[src/rtl/ram_arb_pkg.sv]
// Shared types for the data-RAM arbiter: FSM states, port indices and the
// request record that carries a winner's access into the RAM registers.
package ram_arb_pkg;

    localparam int unsigned ARB_ADDR_W = 16;
    localparam int unsigned ARB_DATA_W = 16;

    localparam logic PORT_CPU = 1'b0;
    localparam logic PORT_AUX = 1'b1;

    typedef enum logic [1:0] {
        ARB_IDLE,
        ARB_ACCESS,
        ARB_WAIT
    } arb_state_t;

    typedef struct packed {
        logic                  we;
        logic [ARB_ADDR_W-1:0] addr;
        logic [ARB_DATA_W-1:0] wdata;
    } mem_req_t;

    function automatic mem_req_t pack_req(input logic                  we,
                                          input logic [ARB_ADDR_W-1:0] addr,
                                          input logic [ARB_DATA_W-1:0] wdata);
        mem_req_t r;
        r.we    = we;
        r.addr  = addr;
        r.wdata = wdata;
        return r;
    endfunction

endpackage

[src/rtl/ram_arbiter_pick.sv]
// Combinational winner select for the two RAM requesters.
// RAM_ARB_FIXED_PRIO_EN selects CPU-first priority with an aux starvation override.
module arb_pick
    import ram_arb_pkg::*;
(
    input  logic [1:0] req_i,
    input  logic       last_grant_i,
    input  logic [1:0] excl_i,
    input  logic       starve_i,
    output logic       winner_o,
    output logic       valid_o
);

`ifdef RAM_ARB_FIXED_PRIO_EN
    logic cand;
    logic unused_last_grant;

    assign unused_last_grant = last_grant_i;

    // An excluded top candidate yields no winner, so the just-acked CPU
    // re-arbitrates from IDLE instead of yielding to a non-starved aux.
    always_comb begin
        if (starve_i && req_i[PORT_AUX]) begin
            cand = PORT_AUX;
        end else if (req_i[PORT_CPU]) begin
            cand = PORT_CPU;
        end else begin
            cand = PORT_AUX;
        end
        winner_o = cand;
        valid_o  = (|req_i) && !excl_i[cand];
    end
`else
    logic [1:0] elig;
    logic       unused_starve;

    assign unused_starve = starve_i;

    always_comb begin
        elig    = req_i & ~excl_i;
        valid_o = |elig;
        if (&elig) begin
            winner_o = ~last_grant_i;
        end else begin
            winner_o = elig[PORT_AUX];
        end
    end
`endif

endmodule

[src/rtl/ram_arbiter.sv]
// Single-port data RAM arbiter between the CPU memory stage and an auxiliary master.
// Build option RAM_ARB_FIXED_PRIO_EN: CPU fixed priority with aux starvation limit MAX_WAIT.
module ram_arbiter
    import ram_arb_pkg::*;
#(
    parameter int unsigned ADDR_W   = ARB_ADDR_W,
    parameter int unsigned DATA_W   = ARB_DATA_W,
    parameter int unsigned MAX_WAIT = 8
) (
    input  logic              clk,
    input  logic              reset,
    input  logic              cpu_req,
    input  logic              cpu_we,
    input  logic [ADDR_W-1:0] cpu_addr,
    input  logic [DATA_W-1:0] cpu_wdata,
    output logic              cpu_ack,
    output logic [DATA_W-1:0] cpu_rdata,
    output logic              cpu_stall,
    input  logic              aux_req,
    input  logic              aux_we,
    input  logic [ADDR_W-1:0] aux_addr,
    input  logic [DATA_W-1:0] aux_wdata,
    output logic              aux_ack,
    output logic [DATA_W-1:0] aux_rdata,
    output logic [ADDR_W-1:0] ram_addr,
    output logic [DATA_W-1:0] ram_wdata,
    output logic              ram_wren,
    input  logic [DATA_W-1:0] ram_q
);

    arb_state_t        state_q, state_d;
    logic              grant_q, grant_d;
    logic              last_grant_q, last_grant_d;
    logic [ADDR_W-1:0] ram_addr_q, ram_addr_d;
    logic [DATA_W-1:0] ram_wdata_q, ram_wdata_d;
    logic              ram_wren_q, ram_wren_d;

    logic [1:0] req_vec;
    logic [1:0] excl;
    logic       win;
    logic       win_vld;
    logic       starve;
    logic       load;
    mem_req_t   sel_req;

    assign req_vec = {aux_req, cpu_req};

    // The acked port still holds req during WAIT, so it is masked from the hand-off.
    assign excl = (state_q != ARB_WAIT) ? 2'b00 :
                  (grant_q == PORT_AUX) ? 2'b10 : 2'b01;

    assign sel_req = (win == PORT_AUX) ?
                     pack_req(aux_we, ARB_ADDR_W'(aux_addr), ARB_DATA_W'(aux_wdata)) :
                     pack_req(cpu_we, ARB_ADDR_W'(cpu_addr), ARB_DATA_W'(cpu_wdata));

    arb_pick u_pick (
        .req_i       (req_vec),
        .last_grant_i(last_grant_q),
        .excl_i      (excl),
        .starve_i    (starve),
        .winner_o    (win),
        .valid_o     (win_vld)
    );

    always_comb begin
        state_d      = state_q;
        grant_d      = grant_q;
        last_grant_d = last_grant_q;
        ram_addr_d   = ram_addr_q;
        ram_wdata_d  = ram_wdata_q;
        ram_wren_d   = ram_wren_q;
        load         = 1'b0;
        case (state_q)
            ARB_IDLE: begin
                load = win_vld;
            end
            ARB_ACCESS: begin
                ram_wren_d = 1'b0;
                state_d    = ARB_WAIT;
            end
            ARB_WAIT: begin
                last_grant_d = grant_q;
                state_d      = ARB_IDLE;
                load         = win_vld;
            end
            default: begin
                state_d = ARB_IDLE;
            end
        endcase
        if (load) begin
            state_d     = ARB_ACCESS;
            grant_d     = win;
            ram_addr_d  = ADDR_W'(sel_req.addr);
            ram_wdata_d = DATA_W'(sel_req.wdata);
            ram_wren_d  = sel_req.we;
        end
    end

    always_ff @(posedge clk or negedge reset) begin
        if (!reset) begin
            state_q      <= ARB_IDLE;
            grant_q      <= PORT_CPU;
            last_grant_q <= PORT_AUX;
            ram_addr_q   <= '0;
            ram_wdata_q  <= '0;
            ram_wren_q   <= 1'b0;
        end else begin
            state_q      <= state_d;
            grant_q      <= grant_d;
            last_grant_q <= last_grant_d;
            ram_addr_q   <= ram_addr_d;
            ram_wdata_q  <= ram_wdata_d;
            ram_wren_q   <= ram_wren_d;
        end
    end

`ifdef RAM_ARB_FIXED_PRIO_EN
    localparam int unsigned       CNT_W      = $clog2(MAX_WAIT + 1);
    localparam logic [CNT_W-1:0]  WAIT_LIMIT = CNT_W'(MAX_WAIT);

    logic [CNT_W-1:0] wait_cnt_q, wait_cnt_d;
    logic             aux_served;

    assign aux_served = ((state_q != ARB_IDLE) && (grant_q == PORT_AUX)) ||
                        (load && (win == PORT_AUX));

    always_comb begin
        wait_cnt_d = wait_cnt_q;
        if (!aux_req || aux_served) begin
            wait_cnt_d = '0;
        end else if (wait_cnt_q != WAIT_LIMIT) begin
            wait_cnt_d = wait_cnt_q + CNT_W'(1);
        end
    end

    always_ff @(posedge clk or negedge reset) begin
        if (!reset) begin
            wait_cnt_q <= '0;
        end else begin
            wait_cnt_q <= wait_cnt_d;
        end
    end

    assign starve = (wait_cnt_q == WAIT_LIMIT);
`else
    logic unused_max_wait;

    assign unused_max_wait = (MAX_WAIT == 0);
    assign starve          = 1'b0;
`endif

    assign cpu_ack   = (state_q == ARB_WAIT) && (grant_q == PORT_CPU);
    assign aux_ack   = (state_q == ARB_WAIT) && (grant_q == PORT_AUX);
    assign cpu_rdata = cpu_ack ? ram_q : '0;
    assign aux_rdata = aux_ack ? ram_q : '0;
    assign cpu_stall = cpu_req & ~cpu_ack;

    assign ram_addr  = ram_addr_q;
    assign ram_wdata = ram_wdata_q;
    assign ram_wren  = ram_wren_q;

endmodule

[config.mk]
export PLATFORM = sky130hd
export DESIGN_NAME = ram_arbiter
export DESIGN_NICKNAME = d
export VERILOG_FILES = /design/src/rtl/ram_arb_pkg.sv /design/src/rtl/ram_arbiter_pick.sv /design/src/rtl/ram_arbiter.sv
export SDC_FILE = /design/constraint.sdc
export NUM_CORES = 1
export LEC_CHECK = 0
export CORE_UTILIZATION = 31
export CTS_BUF_LIST = sky130_fd_sc_hd__clkbuf_2
export DETAILED_ROUTE_END_ITERATION = 7
export GPL_ROUTABILITY_DRIVEN = 0
export PLACE_DENSITY_LB_ADDON = 0.25
export SYNTH_ARGS = -nofsm -noshare
export SYNTH_HDL_FRONTEND = slang
export SYNTH_SLANG_ARGS = --single-unit
[constraint.sdc]
create_clock -name clk -period 1.5 [get_ports clk]
set_input_delay 0.375 -clock clk [delete_from_list [all_inputs] [get_ports clk]]
set_output_delay 0.375 -clock clk [all_outputs]
set_load 0.05 [all_outputs]
==> results_dict.tcl <==
set metrics [dict create \
    core_mm2 0.00603 \
    fin_hold_ws_ps 400 \
    ys_warn_count 0 \
    syn_area_mm2 0.00198 \
    outcome "complete, but fails checks" \
    tritoncts "built" \
    worstReg2RegStart "state_q[1]$_DFFE_PN0P_" \
    r2r_cells 6 \
    area.growth.synth_to_final_pct 142 \
    irDropWorstVdd_uv 1440 \
    syn_nets 286 \
    vias 2258 \
    tightest_slew_ps 396 \
    clockBufferDepth 2 \
    drt_pass1_iterations 4 \
    setup-violations-final 69 \
    fmax_mhz 512 \
    grt_pass1_vias 2249 \
    drt-initial-drc-count 38 \
    final_cell_mix "clkdlybuf4s50_1, buf_12, a21oi_1, dfrtp_1, and2_4" \
    finalClockSkew_ps 12.6 \
    regToRegSetupSlack_ps -430 \
    slew_viol_final 0 \
    antenna_found_initial 0 \
    r2r-end "ram_wdata[5]$_DFFE_PN0P_" \
    grt_overflow_total 0 \
    relSlewSlack_pct 73.6 \
    power_mw 9.84 \
    n_antenna_cell 0 \
    wl_per_cell_um 17.0 \
    crit_required_ps 1120 \
    grt_pass1_wl_um 11500 \
    worstSetupPathType "flip-flop to output port" \
    cp-startpoint "state_q[0]$_DFFE_PN0P_" \
    synth_cell_types 18 \
    final_common_cell "clkdlybuf4s50_1" \
    drc 0 \
    die_h_um 81.9 \
    root_buffer "clkbuf_2" \
    ys_seq_elements 37 \
    clk_latency_ps 390 \
    post-route-period-util_pct 130 \
    hpwl_um 5710 \
    violations "negative setup slack" \
    fillers 411 \
    grt_start_max_net_pins 24 \
    p_leak_nw 2.13 \
    worstHoldPathType "input port to asynchronous set/reset pin" \
    netlist_instances 200 \
    hold_viol 0 \
    postLayoutCellArea_mm2 0.00478 \
    cp-endpoint "aux_rdata[11]" \
    setup_slack_ps -453 \
    start_util_pct 32.8 \
    clkSinkCount 37 \
    ys_seq_area_share_pct 46.9 \
    endpoint_kind "output port" \
    p_per_area_mw_per_mm2 2060 \
    final_util_pct 79.4 \
    wirelength_um 7670 \
    dp_slack_ps -429 \
    die_area_mm2 0.00670 \
    placed_cell_area_mm2 0.00452 \
    ant_nets 0 \
    dieWidth_um 81.9 \
    drive_gt1_share_pct 40.6 \
    htreeDepth 2 \
    layout_min_cycle_time_ps 1950 \
    fin_nets 462 \
    rsz0062_at_grt "yes" \
    via_per_inst 5.00 \
    clk_pin_slew_ps 190 \
    start_kind "flip-flop" \
    max_cap_violations 0 \
    num_rows 28 \
    synth_area_per_cell_um2 9.89 \
    io_pins 154 \
    portBuffers 153 \
    grtUsageTotal_pct 23.0 \
    crit_arrival_ps 1580 \
    numCtsBuffers 5 \
    crit_fanout 5 \
]
==> cell usage after synthesis <==
| cell type | n | area (um2) |
|---|---|---|
| buf_2 | 2 | 10.0 |
| a21oi_1 | 65 | 325 |
| a21o_1 | 1 | 7.51 |
| dfstp_2 | 1 | 26.3 |
| nand2b_1 | 1 | 6.26 |
| inv_1 | 3 | 11.3 |
| a211oi_1 | 1 | 7.51 |
| a311o_1 | 1 | 10.0 |
| clkbuf_1 | 11 | 41.3 |
| and3b_1 | 1 | 8.76 |
| a31oi_1 | 1 | 6.26 |
| dfrtp_1 | 36 | 901 |
| and2_1 | 33 | 206 |
| buf_6 | 4 | 45.0 |
| nor2b_1 | 2 | 12.5 |
| mux2i_1 | 34 | 340 |
| o21ai_1 | 1 | 5.00 |
| nor2_1 | 2 | 7.51 |
==> per-layer routing <==
| layer | global-route usage, % | routed length, um |
|---|---|---|
| met1 | 25.5 | 2880 |
| met2 | 40.2 | 3860 |
| met3 | 9.22 | 795 |
| met4 | 6.84 | 138 |
| met5 | 0 | 0 |
==> cell families after synthesis <==
group	count (synthesis)	share of synthesized area (%)
AOI/OAI and AO/OA	70	18.3
and+or+nand+nor	39	12.2
DFF	37	46.9
muxes	34	17.2
buffers and inverters	20	5.44
==> worst min path at each step <==
stage | start | endpoint | slack, ps
finish | reset | ram_addr[4]$_DFFE_PN0P_ | 400
global route | reset | ram_addr[2]$_DFFE_PN0P_ | 380
CTS | reset | ram_addr[4]$_DFFE_PN0P_ | 400
detailed placement | reset | ram_addr[4]$_DFFE_PN0P_ | 320
global placement | reset | ram_addr[4]$_DFFE_PN0P_ | 310
floorplan | reset | grant_q$_DFFE_PN0P_ | 80
==> stage by stage <==
step                std cells  setup TNS (ps)
floorplan                 200           -3690
global placement          433          -12050
detailed placement        433          -13810
CTS                       448          -21530
global route              452          -31450
finish                    452          -27000
==> where the power goes <==
group | total (mW) | leakage, nW | switching, mW | internal (mW)
Clock | 0.624 | 0.0406 | 0.340 | 0.284
Sequential | 2.02 | 0.413 | 0.528 | 1.49
Combinational | 7.19 | 1.67 | 3.63 | 3.56
Total | 9.84 | 2.13 | 4.50 | 5.34
==> sequential cells by signal (all words and copies together) (netlist names) <==
signal and flops:
grant_q 1, last_grant_q 1, ram_addr 16, ram_wdata 16, ram_wren 1, state_q 2
==> critical path, cell delays in order (launching register included) <==
cell and delay [ps]:
dfrtp_1 430, and3b_2 340, buf_6 150, and2_4 150
buf_12 130
==> repair_timing <==
item,4_1_cts,5_1_grt
pin swaps,5,11
hold endpoints to repair,14,0
hold buffers,1,0
setup buffers,2,3
setup endpoints to repair,69,69
gates cloned,4,1
gates resized for setup,29,9
==> cell type report <==
type | count | area, um2 | area share (%)
Multi-Input combinational cell | 143 | 1090 | 22.9
Clock inverter | 2 | 33.8 | 0.706
Timing Repair Buffer | 186 | 2590 | 54.2
Inverter | 3 | 11.3 | 0.235
Tap cell | 75 | 93.8 | 1.96
Sequential cell | 37 | 927 | 19.4
Clock buffer | 6 | 30.0 | 0.628
Power figures use the tool's default switching activity.
